**config.mk**
```make
export PLATFORM = sky130hd
export DESIGN_NAME = mem_burst_interface
export DESIGN_NICKNAME = d
export VERILOG_FILES = /design/src/rtl/mem_burst_interface_pkg.sv /design/src/rtl/mem_beat_sequencer.sv /design/src/rtl/mem_burst_interface.sv
export SDC_FILE = /design/constraint.sdc
export NUM_CORES = 1
export LEC_CHECK = 0
export CAP_MARGIN = 25
export CORE_ASPECT_RATIO = 1.1
export CORE_MARGIN = 1
export CORE_UTILIZATION = 52
export CTS_CLUSTER_SIZE = 40
export DETAILED_ROUTE_END_ITERATION = 16
export HOLD_SLACK_MARGIN = 0.05
export PLACE_DENSITY = 0.79
export SYNTH_ARGS = -nofsm -noshare
export SYNTH_HDL_FRONTEND = slang
export SYNTH_HIERARCHICAL = 1
export SYNTH_SLANG_ARGS = --single-unit
```
**constraint.sdc**
```tcl
create_clock -name CLK -period 37.6 [get_ports CLK]
set_input_delay 3.76 -clock CLK [delete_from_list [all_inputs] [get_ports CLK]]
set_output_delay 3.76 -clock CLK [all_outputs]
set_load 0.02 [all_outputs]
```
**src/rtl/mem_burst_interface_pkg.sv**
```systemverilog
// Shared constants for the cache-to-RAM burst interface.
//   - default widths and RAM read latency
//   - FSM state encoding
//   - helpers that derive the beat count and the beat-index width
package mem_burst_interface_pkg;

  localparam int DEF_ADDR_WIDTH  = 16;
  localparam int DEF_LINE_WIDTH  = 128;
  localparam int DEF_BUS_WIDTH   = 16;
  localparam int DEF_RAM_LATENCY = 2;

  typedef enum logic [1:0] {
    S_IDLE = 2'd0,
    S_RD   = 2'd1,
    S_WR   = 2'd2,
    S_DONE = 2'd3
  } state_t;

  // Bus words per cache line.
  function automatic int calc_beats(input int line_w, input int bus_w);
    return line_w / bus_w;
  endfunction

  // Width of a beat index; at least 1 so vectors stay legal.
  function automatic int calc_idx_w(input int beats);
    return (beats > 1) ? $clog2(beats) : 1;
  endfunction

endpackage

```
**src/rtl/mem_beat_sequencer.sv**
```systemverilog
// Beat issue sequencer: after a start pulse it walks the beat index
// 0..BEATS-1, one beat per cycle, and raises the read or write strobe
// selected by the direction flag latched at start.
// Ports:
//   i_clk, i_rst      clock, async active-high reset
//   i_start           one-cycle start pulse (acceptance edge)
//   i_dir_wr          1 = write burst, 0 = read burst
//   o_beat_idx        current beat index
//   o_rd_stb/o_wr_stb beat strobes, high for BEATS cycles after start
//   o_last            high on the final beat
module mem_beat_sequencer #(
  parameter int BEATS = 8,
  parameter int IDXW  = 3
) (
  input  logic            i_clk,
  input  logic            i_rst,
  input  logic            i_start,
  input  logic            i_dir_wr,
  output logic [IDXW-1:0] o_beat_idx,
  output logic            o_rd_stb,
  output logic            o_wr_stb,
  output logic            o_last
);

  logic            r_active;
  logic            r_dir_wr;
  logic [IDXW-1:0] r_idx;
  logic            w_last;

  assign w_last = r_active && (r_idx == IDXW'(BEATS - 1));

  always_ff @(posedge i_clk or posedge i_rst) begin
    if (i_rst) begin
      r_active <= 1'b0;
      r_dir_wr <= 1'b0;
      r_idx    <= '0;
    end else if (i_start) begin
      r_active <= 1'b1;
      r_dir_wr <= i_dir_wr;
      r_idx    <= '0;
    end else if (r_active) begin
      // BEATS is a power of two, so the index wraps back to 0 by itself.
      r_idx <= r_idx + IDXW'(1);
      if (w_last) r_active <= 1'b0;
    end
  end

  assign o_beat_idx = r_idx;
  assign o_rd_stb   = r_active && !r_dir_wr;
  assign o_wr_stb   = r_active &&  r_dir_wr;
  assign o_last     = w_last;

endmodule

```
**src/rtl/mem_burst_interface.sv**
```systemverilog
// Cache-to-RAM burst interface. Moves one cache line as BEATS bus words.
// Reads are issued back-to-back and captured RAM_LATENCY cycles later;
// writes stream one beat per cycle. Each transfer ends with a one-cycle ACK.
// Ports:
//   CLK, RST                 clock, async active-high reset
//   SIG_RD, SIG_WR           line requests (write wins), sampled in IDLE
//   IN_ADDR, IN_DATA         word address in line, line to write
//   OUT_DATA                 last line read, held until the next read
//   ACK, BUSY                completion pulse, transfer in progress
//   OUT_RAM_ADDR/DATA/RD/WR  RAM word address, write data, strobes
//   IN_RAM_DATA              RAM read data
module mem_burst_interface
  import mem_burst_interface_pkg::*;
#(
  parameter int ADDR_WIDTH  = DEF_ADDR_WIDTH,
  parameter int LINE_WIDTH  = DEF_LINE_WIDTH,
  parameter int BUS_WIDTH   = DEF_BUS_WIDTH,
  parameter int RAM_LATENCY = DEF_RAM_LATENCY
) (
  input  logic                  CLK,
  input  logic                  RST,
  input  logic                  SIG_RD,
  input  logic                  SIG_WR,
  input  logic [ADDR_WIDTH-1:0] IN_ADDR,
  input  logic [LINE_WIDTH-1:0] IN_DATA,
  output logic [LINE_WIDTH-1:0] OUT_DATA,
  output logic                  ACK,
  output logic                  BUSY,
  output logic [ADDR_WIDTH-1:0] OUT_RAM_ADDR,
  output logic [BUS_WIDTH-1:0]  OUT_RAM_DATA,
  output logic                  OUT_RAM_RD,
  output logic                  OUT_RAM_WR,
  input  logic [BUS_WIDTH-1:0]  IN_RAM_DATA
);

  localparam int BEATS = calc_beats(LINE_WIDTH, BUS_WIDTH);
  localparam int IDXW  = calc_idx_w(BEATS);

  if (LINE_WIDTH % BUS_WIDTH != 0) begin : g_chk_mult
    $error("LINE_WIDTH must be a multiple of BUS_WIDTH");
  end
  if (BEATS < 2 || (BEATS & (BEATS - 1)) != 0) begin : g_chk_beats
    $error("BEATS must be a power of 2 and at least 2");
  end
  if (RAM_LATENCY < 0) begin : g_chk_lat
    $error("RAM_LATENCY must not be negative");
  end

  state_t                r_state, w_state_nxt;
  logic                  w_start, w_start_wr;
  logic [ADDR_WIDTH-1:0] r_base;
  logic [LINE_WIDTH-1:0] r_wline, r_rbuf, w_rbuf_nxt, r_out_data;
  logic [IDXW-1:0]       w_beat_idx, r_cap_idx;
  logic                  w_rd_stb, w_wr_stb, w_seq_last;
  logic                  w_cap, w_cap_last;

  // ---------------- FSM ----------------
  always_ff @(posedge CLK or posedge RST) begin
    if (RST) r_state <= S_IDLE;
    else     r_state <= w_state_nxt;
  end

  always_comb begin
    w_state_nxt = r_state;
    w_start     = 1'b0;
    w_start_wr  = 1'b0;
    case (r_state)
      S_IDLE: begin
        if (SIG_WR) begin
          w_state_nxt = S_WR;
          w_start     = 1'b1;
          w_start_wr  = 1'b1;
        end else if (SIG_RD) begin
          w_state_nxt = S_RD;
          w_start     = 1'b1;
        end
      end
      // Reads finish on the last capture, not the last issue.
      S_RD:    if (w_cap_last) w_state_nxt = S_DONE;
      S_WR:    if (w_seq_last) w_state_nxt = S_DONE;
      S_DONE:  w_state_nxt = S_IDLE;
      default: w_state_nxt = S_IDLE;
    endcase
  end

  // ---------------- request latch ----------------
  always_ff @(posedge CLK or posedge RST) begin
    if (RST) begin
      r_base  <= '0;
      r_wline <= '0;
    end else if (w_start) begin
      r_base <= IN_ADDR & ~ADDR_WIDTH'(BEATS - 1);
      if (w_start_wr) r_wline <= IN_DATA;
    end
  end

  // ---------------- issue side ----------------
  mem_beat_sequencer #(
    .BEATS (BEATS),
    .IDXW  (IDXW)
  ) u_seq (
    .i_clk      (CLK),
    .i_rst      (RST),
    .i_start    (w_start),
    .i_dir_wr   (w_start_wr),
    .o_beat_idx (w_beat_idx),
    .o_rd_stb   (w_rd_stb),
    .o_wr_stb   (w_wr_stb),
    .o_last     (w_seq_last)
  );

  // ---------------- capture side ----------------
  // The read strobe delayed by RAM_LATENCY marks the cycle its word is valid.
  if (RAM_LATENCY == 0) begin : g_nolat
    assign w_cap = w_rd_stb;
  end else begin : g_lat
    logic [RAM_LATENCY-1:0] r_vld_pipe;
    always_ff @(posedge CLK or posedge RST) begin
      if (RST) begin
        r_vld_pipe <= '0;
      end else begin
        r_vld_pipe[0] <= w_rd_stb;
        for (int i = 1; i < RAM_LATENCY; i++) r_vld_pipe[i] <= r_vld_pipe[i-1];
      end
    end
    assign w_cap = r_vld_pipe[RAM_LATENCY-1];
  end

  assign w_cap_last = w_cap && (r_cap_idx == IDXW'(BEATS - 1));

  always_comb begin
    w_rbuf_nxt = r_rbuf;
    w_rbuf_nxt[r_cap_idx*BUS_WIDTH +: BUS_WIDTH] = IN_RAM_DATA;
  end

  always_ff @(posedge CLK or posedge RST) begin
    if (RST) begin
      r_rbuf     <= '0;
      r_cap_idx  <= '0;
      r_out_data <= '0;
    end else begin
      if (w_cap) begin
        r_rbuf    <= w_rbuf_nxt;
        r_cap_idx <= r_cap_idx + IDXW'(1);
      end
      // Publish the merged line on the final capture so it is visible with ACK.
      if (w_cap_last) r_out_data <= w_rbuf_nxt;
    end
  end

  // ---------------- outputs ----------------
  // base is line-aligned, so OR-ing the beat index equals base+k and the
  // burst stays inside its line.
  assign OUT_RAM_ADDR = (w_rd_stb || w_wr_stb) ? (r_base | ADDR_WIDTH'(w_beat_idx)) : '0;
  assign OUT_RAM_DATA = w_wr_stb ? r_wline[w_beat_idx*BUS_WIDTH +: BUS_WIDTH] : '0;
  assign OUT_RAM_RD   = w_rd_stb;
  assign OUT_RAM_WR   = w_wr_stb;
  assign ACK          = (r_state == S_DONE);
  assign BUSY         = (r_state != S_IDLE);
  assign OUT_DATA     = r_out_data;

endmodule

```
# --- Word-level counts from Yosys, hierarchy flattened ---
# Index checks and enable logic that the tools add are counted.
# Widths: inputs -> output; s select.
classes:
  bitwise_logic: 1
  addsub: 3
  shifts: 3
  eq_ne: 8
  n_div: 0
  magnitude_cmp: 0
  n_mux: 18
  reduce_logical: 11
  multipliers: 0
op_table:
  columns: ["operator", "count"]
  rows:
  - ["$bwmux 128", 1]
  - ["$shift 16x34->128 const A", 1]
  - ["$shiftx 128x8->16", 1]
  - ["$shiftx 16x34->128", 1]
  - ["$neg 7->34", 1]
  - ["$mux 16", 2]
  - ["$or 16x3->16", 1]
  - ["$mux 1", 8]
  - ["$mux 2", 4]
  - ["$pmux 2 s4", 1]
  - ["$add 3x1->3 const B", 2]
  - ["$eq 3x3->1 const B", 2]
  - ["$mux 3", 2]
  - ["$eq 2x2->1 const B", 2]
  - ["$logic_and 1x1->1", 4]
  - ["$reduce_bool 2->1", 2]
  - ["$ne 3x3->1 const B", 1]
  - ["$reduce_and 3->1", 1]
  - ["$eq 2x1->1 const B", 1]
  - ["$logic_not 2->1", 1]
  - ["$ne 2x1->1 const B", 1]
  - ["$ne 2x2->1 const B", 1]
  - ["$reduce_and 2->1", 1]
  - ["$logic_not 1->1", 1]
  - ["$logic_or 1x1->1", 1]
totals:
  mem_bits_rw: 0
  in_bits: 164
  ff_bits: 409
  word_cells: 54
  memories: 0
  latchBits: 0
  mem_bits_ro: 0

# --- Depth between registers and ports, before layout ---
# Gate-level depths: netlist of run 1.
logic_depth:
  depth_word: 5
  mapped_depth: 12
  depth_no_buf: 6

# --- Modules after synthesis ---
# The synthesis of run 1 kept the hierarchy.
by_module_without_submodules:
  columns: ["mod", "seq_area_each_um2", "area_each_um2", "n_inst", "cells_per_inst"]
  rows:
  - ["mem_burst_interface", 10109.7, 18322.6, 1, 1498]
  - ["mem_beat_sequencer", 125.1, 250.2, 1, 21]

# --- Worst setup path before layout of run 1 ---
# No wires, ideal clock.
synth_timing:
  path_type: "reg-to-output"
  from: "register u_seq.r_idx[1] (netlist: u_seq/o_beat_idx[1])"
  to: "output port OUT_RAM_DATA[10]"
  path_slack_ns: 32.017
  stages_incl_launch_ff: 6
  path_buffers: 3
  arrival_ns: 1.823
  cell_sequence: "dfrtp_1 -> buf_2 -> buf_4 -> nor2_1 -> clkbuf_1 -> a221oi_1"
synth_via:
  elab_chain_len: 2
synth_rtl:
  columns: ["element", "line", "text"]
  rows:
  - ["start: declaration", "mem_beat_sequencer.sv:27", "logic [IDXW-1:0] r_idx;"]
  - ["start signal: assignment", "mem_beat_sequencer.sv:43", "r_idx <= r_idx + IDXW'(1);"]
  - ["$shiftx 128x8->16", "mem_burst_interface.sv:155", "assign OUT_RAM_DATA = w_wr_stb ? r_wline[w_beat_idx*BUS_WIDTH +: BUS_WIDTH] : '0;"]
  - ["$mux 16", "mem_burst_interface.sv:155", null]
  - ["end: declaration", "mem_burst_interface.sv:30", "output logic [BUS_WIDTH-1:0] OUT_RAM_DATA,"]
# No other way between the ends.

# --- Final worst setup path of run 1 ---
layout_timing:
  from: "register u_seq.r_idx[2] (netlist: u_seq/o_beat_idx[2])"
  to: "output port OUT_RAM_DATA[7]"
# The elaborated chain is that of the path after synthesis.

==> summary.md, run 1 <==
| Metric | Value |
|---|---|
| Hold depth | `0` |
| Sum Neg Setup Slack | `0 ps` |
| Hold Path Origin | `g_lat.r_vld_pipe[0]` |
| Commonest non-fill, non-tap cell in the layout | `dfrtp_1` |
| Worst EP required | `33840 ps` |
| YS warnings | `6` |
| Horiz. Die Dim | `182 um` |
| TritonCTS clock tree | `yes` |
| FMAX | `0.143 GHz` |
| DIE AREA | `0.0365 mm^2` |
| Fin crit share | `18.6%` |
| Site Rows | `between 70 and 80` |
| Post-Layout Cell Count | `2269` |
| Clock Sinks | `409` |
| FF-to-FF End | `r_rbuf[44]` |
| Core ar. | `between 0.03 and 0.04 mm^2` |
| R2R cell count | `6` |
| First-pass GRT wire length | `76600 um` |
| Clk_lat worst skew | `560 ps` |
| PwrDens | `95.9 mW/mm^2` |
| Synth Net Count | `1694` |
| Mapped Area | `0.0186 mm^2` |
| Switch share | `between 30% and 40%` |
| Flops & latches, synth | `409` |
| P_sw | `0.859 mW` |
| Post-synthesis sequential area ratio | `55.1%` |
| Asr flop ratio synth | `100%` |
| Area Overhead vs Synth | `27.1%` |
| Prevailing post-synth register cell | `dfrtp_1` |
| Synth unique cells | `between 40 and 50` |
| Hpwl dp | `31800 um` |
| Worst-path clk slew | `~60 ps` |
| CP endpoint kind | `output port` |
| Post-CTS Resized | `0` |
| IO Pins | `328` |
| Finish-stage setup viols | `0` |
| Worst r2r src | `r_cap_idx[1]` |
| H-tree Lvls | `2` |
| GRT Residual Overflow | `0` |
| Largest net degree at the start of global routing | `197` |
| Final count of hold timing violations | `0` |
| WL/cell | `21.2 um` |
| Mapped Cells | `around 1500` |
| Die height | `200 um` |
| Synthesized area per cell | `12.2 um^2` |
| RSZ-0062 raised after global routing | `false` |
| Max-cap violation count | `0` |
| Crit path kind | `reg2out` |
| IO buf count | `approximately 320` |
| Cts bufs inserted | `42` |
| Final Total Pwr | `2.26 mW` |
| Placed cell areas | `0.0221 mm^2` |
| Crit path max fanout | `51` |
| Final nets | `1968` |
| Via count | `13200` |
| FF+latch area | `between 0.01 and 0.015 mm^2` |
| Share of layout cells above drive strength 1 | `between 20 and 25%` |
| DR iter-0 viols | `920` |
| Arr. time, crit path | `around 3200 ps` |
| Total Routing Usage GR | `roughly 27%` |
| Initial Util | `between 50% and 60%` |
| Final instance area | `between 0.02 and 0.025 mm^2` |
| # placed instances | `2189` |
| Final GP Congestion | `around 0.80` |
| Outcome | `finished, final reports clean` |
| WL final | `48000 um` |
| Worst Hold Class | `reg2reg` |
| Final worst setup slack | `30600 ps` |
| Sequential share of power | `34.2%` |
| Via count of the first global-routing pass | `13600` |
| Drt first pass iters | `5` |
| Hold EP | `g_lat.r_vld_pipe[1]` |
| Vias/cell | `5.83` |
| Lkg Pwr | `between 9 and 10 nW` |
| Combinational share of power | `46.9%` |
| Max Buffers Root-to-Sink | `3` |
| Pre-CTS setup slack | `31130 ps` |
| Initial antenna violation count | `0` |
| Crit start category | `flip-flop` |
| Post-CTS Setup Bufs | `0` |
| Final Max Slew Viols | `0` |
| Most frequent cells in the layout | `408 x dfrtp_1, 324 x clkdlybuf4s50_1, 276 x mux2_2` |
| Number of synthesized flops with an enable pin | `0` |
| Maximum VDD drop | `about 0.000065 V` |
| Clock root buffer master | `clkbuf_16` |
| Int Power | `1.40 mW` |
| Min cycle time layout | `between 6000 and 7000 ps` |
| Slew HR | `between 30% and 40%` |
| Area of the multi-input gates | `0.00774 mm^2` |
| Slew @ Worst Pin | `between 1000 and 1500 ps` |
| Diode count | `0` |
| Clock network power share | `19.0%` |
| Remaining antenna violation count | `0` |
| Filler cell count | `2566` |
| Clock skew | `24.4 ps` |
| FF-to-FF setup slack | `roughly 34000 ps` |
| Post-cts hold buffer count | `0` |
| Post-route DRC violation count | `0` |
## through the flow
stage                     hold WS, ps  utilization (%)
after floorplan                   331                -
after global placement            364             62.7
after detailed placement          346             62.8
after CTS                         362             66.9
after global routing              373             67.2
final                             365             67.2
## layer usage
layer	GRT usage (%)	share of wire (%)	vias to the layer above
li1	-	-	5968
met1	33.8	40	6648
met2	44.6	49	531
met3	6.51	7.7	86
met4	10.3	3.4	0
met5	0	0	-
## worst max path at each step
stage,from,endpoint,slack [ps],cells after the start
CTS,u_seq/o_beat_idx[2],OUT_RAM_DATA[8],30520,5
finish,u_seq/o_beat_idx[2],OUT_RAM_DATA[7],30600,5
global placement,u_seq/o_beat_idx[2],OUT_RAM_DATA[7],31120,5
global route,u_seq/o_beat_idx[2],OUT_RAM_DATA[7],30510,5
detailed placement,u_seq/o_beat_idx[2],OUT_RAM_DATA[8],31130,5
floorplan,RST,OUT_DATA[0],22600,1
## state kept, by name (all words and copies together), names as in the netlist
| register | cells |
|---|---|
| r_wline | 128 |
| r_base | 13 |
| u_seq/r_dir_wr | 1 |
| r_state | 2 |
| r_rbuf | 128 |
| OUT_DATA | 128 |
| r_cap_idx | 3 |
| u_seq/o_beat_idx | 3 |
| g_lat.r_vld_pipe | 2 |
| u_seq/r_active | 1 |
## power by group through the flow
stage | combinational, mW | sequential (mW) | clock [mW]
2_1_floorplan | 0.631 | 0.821 | 0
3_3_place_gp | 1.02 | 0.766 | 0
3_5_place_dp | 1.05 | 0.778 | 0
4_1_cts | 1.06 | 0.772 | 0.438
5_1_grt | 1.14 | 0.797 | 0.455
6_report | 1.06 | 0.773 | 0.429
## synth_stat cells, types with 2 or more instances
| cell | number | share of area (%) |
|---|---|---|
| and4bb_2 | 6 | 0.40 |
| inv_1 | 27 | 0.55 |
| mux2_4 | 11 | 0.89 |
| buf_4 | 11 | 0.44 |
| and2_1 | 20 | 0.67 |
| buf_2 | 31 | 0.84 |
| clkbuf_1 | 67 | 1.4 |
| nand3_1 | 4 | 0.11 |
| ha_1 | 11 | 0.74 |
| nand2_1 | 69 | 1.4 |
| o21ai_1 | 2 | 0.054 |
| mux2_2 | 276 | 17 |
| o21ai_0 | 130 | 3.5 |
| nor3b_4 | 2 | 0.20 |
| a21oi_1 | 92 | 2.5 |
| a221oi_1 | 16 | 0.75 |
| nand3_2 | 3 | 0.16 |
| nand3b_1 | 2 | 0.081 |
| mux2i_1 | 66 | 3.6 |
| nor4bb_1 | 13 | 0.70 |
| nand2b_1 | 3 | 0.10 |
| mux4_2 | 16 | 1.9 |
| nor2_1 | 88 | 1.8 |
| buf_1 | 7 | 0.14 |
| or3b_1 | 2 | 0.094 |
| buf_6 | 3 | 0.18 |
| and3b_1 | 17 | 0.80 |
| nor2b_1 | 35 | 1.2 |
| dfrtp_1 | 409 | 55 |
| a31oi_1 | 64 | 2.2 |
## final cells by class
cell class,count,share of cell area [%]
clock inverter,16,0.790
inverter,27,0.461
tap,444,2.35
multi-input combinational,964,32.8
clock buffer,60,5.30
sequential,409,43.4
timing repair buffer,349,14.9
## kinds of logic after synthesis
kind of cell | after synthesis | synth area share (%)
AOI/OAI and AO/OA | 308 | 9.13
xor gates and xnor gates | 2 | 0.0943
adders and majority gates | 11 | 0.741
buffers and inverters | 146 | 3.50
DFF | 409 | 55.1
muxes | 370 | 23.2
and+or+nand+nor | 273 | 8.24
## critical path: stages (launching register included)
cell	delay, ps
dfrtp_2	340
buf_4	620
mux2_2	430
o21ai_0	540
a221oi_1	110
clkdlybuf4s50_1	600
(Power assumes the default switching activity.)
==> inputs of run 2 (changes only) <==
CORE_UTILIZATION = 48   (was 52)
PLACE_DENSITY = 0.77   (was 0.79)
clock period = 6.15 ns   (was 37.6 ns; I/O delays follow)
==> summary.md, run 2 (synthesis results as in run 1) <==
| Metric | Value |
|---|---|
| Combinational share of power | `45.8% (-1.1 points)` |
| Die height | `208 um (+4.0%)` |
| Slew HR | `26.4% (-5.9 points)` |
| WL final | `48400 um (+0.65%)` |
| CP endpoint kind | `output port` |
| Via count | `13200 (+0.083%)` |
| GRT Residual Overflow | `0 (unchanged)` |
| DR iter-0 viols | `825 (-10%)` |
| Sum Neg Setup Slack | `0 ps (unchanged)` |
| Final Max Slew Viols | `0 (unchanged)` |
| Diode count | `0 (unchanged)` |
| Final GP Congestion | `0.830 (+4.2%)` |
| Crit path kind | `reg2out` |
| Cts bufs inserted | `44 (+4.8%)` |
| Via count of the first global-routing pass | `13900 (+1.7%)` |
| Total Routing Usage GR | `24.9% (-1.9 points)` |
| Share of layout cells above drive strength 1 | `23.3% (+0.042 points)` |
| Post-cts hold buffer count | `0 (unchanged)` |
| Largest net degree at the start of global routing | `183 (-7.1%)` |
| Site Rows | `75 (+4.2%)` |
| Outcome | `finished, final reports clean` |
| Post-route DRC violation count | `0 (unchanged)` |
| Final nets | `1968 (unchanged)` |
| Sequential share of power | `34.3% (about the same)` |
| Most frequent cells in the layout | `408 x dfrtp_1, 324 x clkdlybuf4s50_1, 276 x mux2_2` |
| First-pass GRT wire length | `76800 um (+0.33%)` |
| Post-CTS Setup Bufs | `0 (unchanged)` |
| Clock root buffer master | `clkbuf_16` |
| Max-cap violation count | `0 (unchanged)` |
| Clock Sinks | `409 (unchanged)` |
| Drt first pass iters | `5 (unchanged)` |
| IO buf count | `324 (unchanged)` |
| Initial Util | `48.7% (-4.1 points)` |
| Switch share | `37.8% (-0.14 points)` |
| RSZ-0062 raised after global routing | `false` |
| Worst Hold Class | `reg2reg` |
| Max Buffers Root-to-Sink | `3 (unchanged)` |
| Arr. time, crit path | `3590 ps (+350 ps)` |
| Worst-path clk slew | `60 ps (about the same)` |
| Hpwl dp | `32300 um (+1.7%)` |
| Horiz. Die Dim | `190 um (+4.0%)` |
| Crit path max fanout | `21 (-59%)` |
| Area Overhead vs Synth | `27.7%` |
| Clock network power share | `19.9% (+0.9 points)` |
| Maximum VDD drop | `0.000385 V (+490%)` |
| Vias/cell | `5.69 (-2.4%)` |
| Slew @ Worst Pin | `1100 ps (+92.9 ps)` |
| Core ar. | `0.0381 mm^2 (+8.4%)` |
| PwrDens | `589 mW/mm^2 (+510%)` |
| Final count of hold timing violations | `0 (unchanged)` |
| Clk_lat worst skew | `570 ps (about the same)` |
| Post-CTS Resized | `0 (unchanged)` |
| Lkg Pwr | `9.98 nW (about the same)` |
| FMAX | `0.238 GHz` |
| Min cycle time layout | `around 4200 ps` |
| Int Power | `8.69 mW (+520%)` |
| Finish-stage setup viols | `0 (unchanged)` |
| IO Pins | `328 (unchanged)` |
| WL/cell | `20.8 um (-1.8%)` |
| Remaining antenna violation count | `0 (unchanged)` |
| H-tree Lvls | `2 (unchanged)` |
| TritonCTS clock tree | `yes` |
| FF-to-FF setup slack | `2640 ps (-31440 ps)` |
| Initial antenna violation count | `1 (+1)` |
| P_sw | `5.28 mW (+520%)` |
| Commonest non-fill, non-tap cell in the layout | `dfrtp_1` |
| Worst EP required | `5530 ps (-28310 ps)` |
| DIE AREA | `0.0395 mm^2 (+8.2%)` |
| Clock skew | `26.3 ps (+1.92 ps)` |
| Crit start category | `flip-flop` |
| Finished Core Util | `62.3% (-4.9 points)` |
| Fin crit share | `68.5%` |
## run 2: per-layer routing
metal	vias to the layer above	GRT usage [%]	routed length, um
met5	-	0	13
met4	2	10.0	1840
met3	98	7.25	3940
met2	481	41.8	24000
met1	6711	29.9	18600
li1	5952	-	-
## run 2: cell type report
class | instances | area [um^2]
fill | 2976 | 14400
clock inverter | 21 | 299
tap | 500 | 626
multi-input combinational | 964 | 7740
timing repair buffer | 347 | 3480
clock buffer | 58 | 1230
inverter | 27 | 105
sequential | 409 | 10200
## run 2: path summary, 6_finish.rpt
| path | startpoint | endpoint | depth (start not counted) |
|---|---|---|---|
| max reg2reg | r_cap_idx[1] | r_rbuf[33] | 6 |
| min in group asynchronous | RST | u_seq/r_active | 2 |
| max in group asynchronous | RST | OUT_DATA[26] | 3 |
| min reg2reg | g_lat.r_vld_pipe[0] | g_lat.r_vld_pipe[1] | 0 |
| max | u_seq/o_beat_idx[0] | OUT_RAM_DATA[10] | 4 |
| min | g_lat.r_vld_pipe[0] | g_lat.r_vld_pipe[1] | 0 |
## run 2: power groups by stage
stage	logic (mW)	registers (mW)	clock network [mW]
3_3_place_gp	6.23	4.75	0
6_report	6.39	4.80	2.78
3_5_place_dp	6.39	4.83	0
4_1_cts	6.43	4.79	2.84
5_1_grt	6.89	4.95	2.95
2_1_floorplan	3.86	5.02	0
## run 2: critical path, stage by stage (launching register included)
cell and delay (ps):
dfrtp_1 930, nand2b_1 670, o21ai_0 200, a221oi_1 510, clkdlybuf4s50_1 730
## run 2: per-stage QoR
| stage | hold WS, ps | setup WS, ps | std cells | instance area (um^2) | total power [mW] |
|---|---|---|---|---|---|
| 4_1_cts | 344 | 1950 | 2323 | 23700 | 14.1 |
| 5_1_grt | 358 | 1780 | 2326 | 23700 | 14.8 |
| 3_5_place_dp | 346 | 2580 | 2244 | 22100 | 11.2 |
| 6_report | 348 | 1940 | 2326 | 23700 | 14.0 |
| 3_3_place_gp | 344 | 2570 | 2243 | 22100 | 11.0 |
| 2_1_floorplan | 331 | 93.3 | 1519 | 18600 | 8.88 |
==> inputs of run 3 (changes only) <==
CORE_UTILIZATION = 52   (was 48)
PLACE_DENSITY = 0.79   (was 0.77)
clock period = 4.1 ns   (was 6.15 ns; I/O delays follow)
==> summary.md, run 3 (synthesis results as in run 1) <==
| Metric | Value |
|---|---|
| Arr. time, crit path | `3020 ps (-570 ps)` |
| Maximum VDD drop | `0.000467 V (+21%)` |
| Commonest non-fill, non-tap cell in the layout | `dfrtp_1` |
| Crit path kind | `reg2out` |
| CP endpoint kind | `output port` |
| Horiz. Die Dim | `182 um (-3.9%)` |
| H-tree Lvls | `2 (unchanged)` |
| Most frequent cells in the layout | `408 x dfrtp_1, 324 x clkdlybuf4s50_1, 276 x mux2_2` |
| DIE AREA | `0.0365 mm^2 (-7.6%)` |
| Site Rows | `72 (-4.0%)` |
| Largest net degree at the start of global routing | `190 (+3.8%)` |
| Worst Hold Class | `in2async` |
| Finished Core Util | `67.4% (+5.1 points)` |
| Min cycle time layout | `3430 ps` |
| Initial Util | `52.9% (+4.1 points)` |
| Outcome | `finished, final reports clean` |
| Cts bufs inserted | `43 (-2.3%)` |
| Diode count | `0 (unchanged)` |
| Vias/cell | `5.84 (+2.5%)` |
| Delay of the slowest cell on the worst path | `870 ps (-60 ps)` |
| Placed cell areas | `0.0222 mm^2 (+0.11%)` |
| GRT Residual Overflow | `0 (unchanged)` |
| Share of layout cells above drive strength 1 | `23.3% (+0.075 points)` |
| Final Max Slew Viols | `0 (unchanged)` |
| Remaining antenna violation count | `0 (unchanged)` |
| Hpwl dp | `32600 um (+0.74%)` |
| Via count of the first global-routing pass | `14000 (+0.80%)` |
| WL final | `48700 um (+0.71%)` |
| Max Buffers Root-to-Sink | `3 (unchanged)` |
| CP cell instances | `buf_4 > mux4_2 > inv_1 > a221oi_1 > clkdlybuf4s50_1` |
| Clock skew | `24.9 ps (-1.43 ps)` |
| Max-cap violation count | `0 (unchanged)` |
| Die height | `200 um (-3.9%)` |
| First-pass GRT wire length | `78100 um (+1.6%)` |
| Clock Sinks | `409 (unchanged)` |
| TritonCTS clock tree | `yes` |
| PwrDens | `889 mW/mm^2 (+51%)` |
| Finish-stage setup viols | `0 (unchanged)` |
| FMAX | `a little under 0.3 GHz` |
| Area Overhead vs Synth | `27.5%` |
| RSZ-0062 raised after global routing | `false` |
| Post-CTS Setup Bufs | `0 (unchanged)` |
| Clk_lat worst skew | `570 ps (about the same)` |
| Initial antenna violation count | `0 (-1)` |
| DR iter-0 viols | `865 (+4.8%)` |
| Drt first pass iters | `6 (+1)` |
| Slew @ Worst Pin | `1060 ps (-42.8 ps)` |
| WP buf/inv | `3 (+2)` |
| Via count | `13300 (+0.35%)` |
| Final instance area | `0.0237 mm^2 (-0.19%)` |
| Total Routing Usage GR | `27.3% (+2.5 points)` |
| Final count of hold timing violations | `0 (unchanged)` |
| Crit start category | `flip-flop` |
| WL/cell | `21.4 um (+2.9%)` |
| IO Pins | `328 (unchanged)` |
| Final GP Congestion | `0.819 (-1.3%)` |
| Worst EP required | `3690 ps (-1840 ps)` |
| Crit-path slowest cell | `dfrtp_2` |
| Post-cts hold buffer count | `0 (unchanged)` |
| Final nets | `1976 (+0.41%)` |
| Fin crit share | `83.6%` |
| IO buf count | `324 (unchanged)` |
| Core ar. | `0.0351 mm^2 (-7.8%)` |
| Post-route DRC violation count | `0 (unchanged)` |
| Lkg Pwr | `10.0 nW (+0.27%)` |
| Clock root buffer master | `clkbuf_16` |
| Post-CTS Resized | `0 (unchanged)` |
| CP top delay family | `buffers and inverters` |
| Crit path max fanout | `29 (+38%)` |
| Final Total Pwr | `21.0 mW (+51%)` |
| Worst-path clk slew | `60 ps (about the same)` |
| Slew HR | `29.0% (+2.6 points)` |
==> run 3: worst register-to-register path: stages, from the launching register on <==
cell and delay [ps]:
dfrtp_1 490, inv_1 90, ha_1 210, ha_1 730, nor3b_4 290, buf_4 270, nand3_2 430, mux2_1 480
==> run 3: final timing paths <==
check	start	end	slack, ps	cells after the start
max reg2reg	r_cap_idx[1]	r_rbuf[67]	1000	7
min reg2reg	g_lat.r_vld_pipe[0]	g_lat.r_vld_pipe[1]	350	0
min	RST	u_seq/o_beat_idx[2]	150	2
max	u_seq/o_beat_idx[2]	OUT_RAM_DATA[1]	670	5
min in group CLK	g_lat.r_vld_pipe[0]	g_lat.r_vld_pipe[1]	350	0
max in group asynchronous	RST	OUT_DATA[18]	2680	3
==> run 3: layout make-up <==
class                           instances  area, um^2
Fill cell                            2484       11500
Sequential cell                       409       10200
Multi-Input combinational cell        964        7740
Timing Repair Buffer                  356        3540
Clock buffer                           61        1220
Tap cell                              444         556
Clock inverter                         16         269
Inverter                               27         105
==> run 3: per-layer routing <==
| metal | up-vias | track usage, % | wire length, um |
|---|---|---|---|
| li1 | 5985 | - | - |
| met1 | 6677 | 33.7 | 18700 |
| met2 | 538 | 46.2 | 24400 |
| met3 | 90 | 7.24 | 4050 |
| met4 | 0 | 9.72 | 1590 |
| met5 | - | 0 | 0 |
==> run 3: stage by stage <==
| step | setup TNS, ps | cells | setup WS [ps] | hold slack (ps) |
|---|---|---|---|---|
| 3_3_place_gp | 0 | 2198 | 1110 | 334 |
| 6_report | 0 | 2277 | 673 | 150 |
| 2_1_floorplan | -707690 | 1519 | -1750 | 189 |
| 5_1_grt | 0 | 2277 | 470 | 146 |
| 4_1_cts | 0 | 2276 | 622 | 133 |
| 3_5_place_dp | 0 | 2199 | 1050 | 339 |
==> run 3: power breakdown <==
group          leakage [nW]  internal, mW  total (mW)  switching, mW
clock                 0.728          2.47        4.11           1.64
sequential             4.96          5.98        7.20           1.21
combinational          4.31          4.59        9.73           5.14
total                  10.0          13.0        21.0           7.99
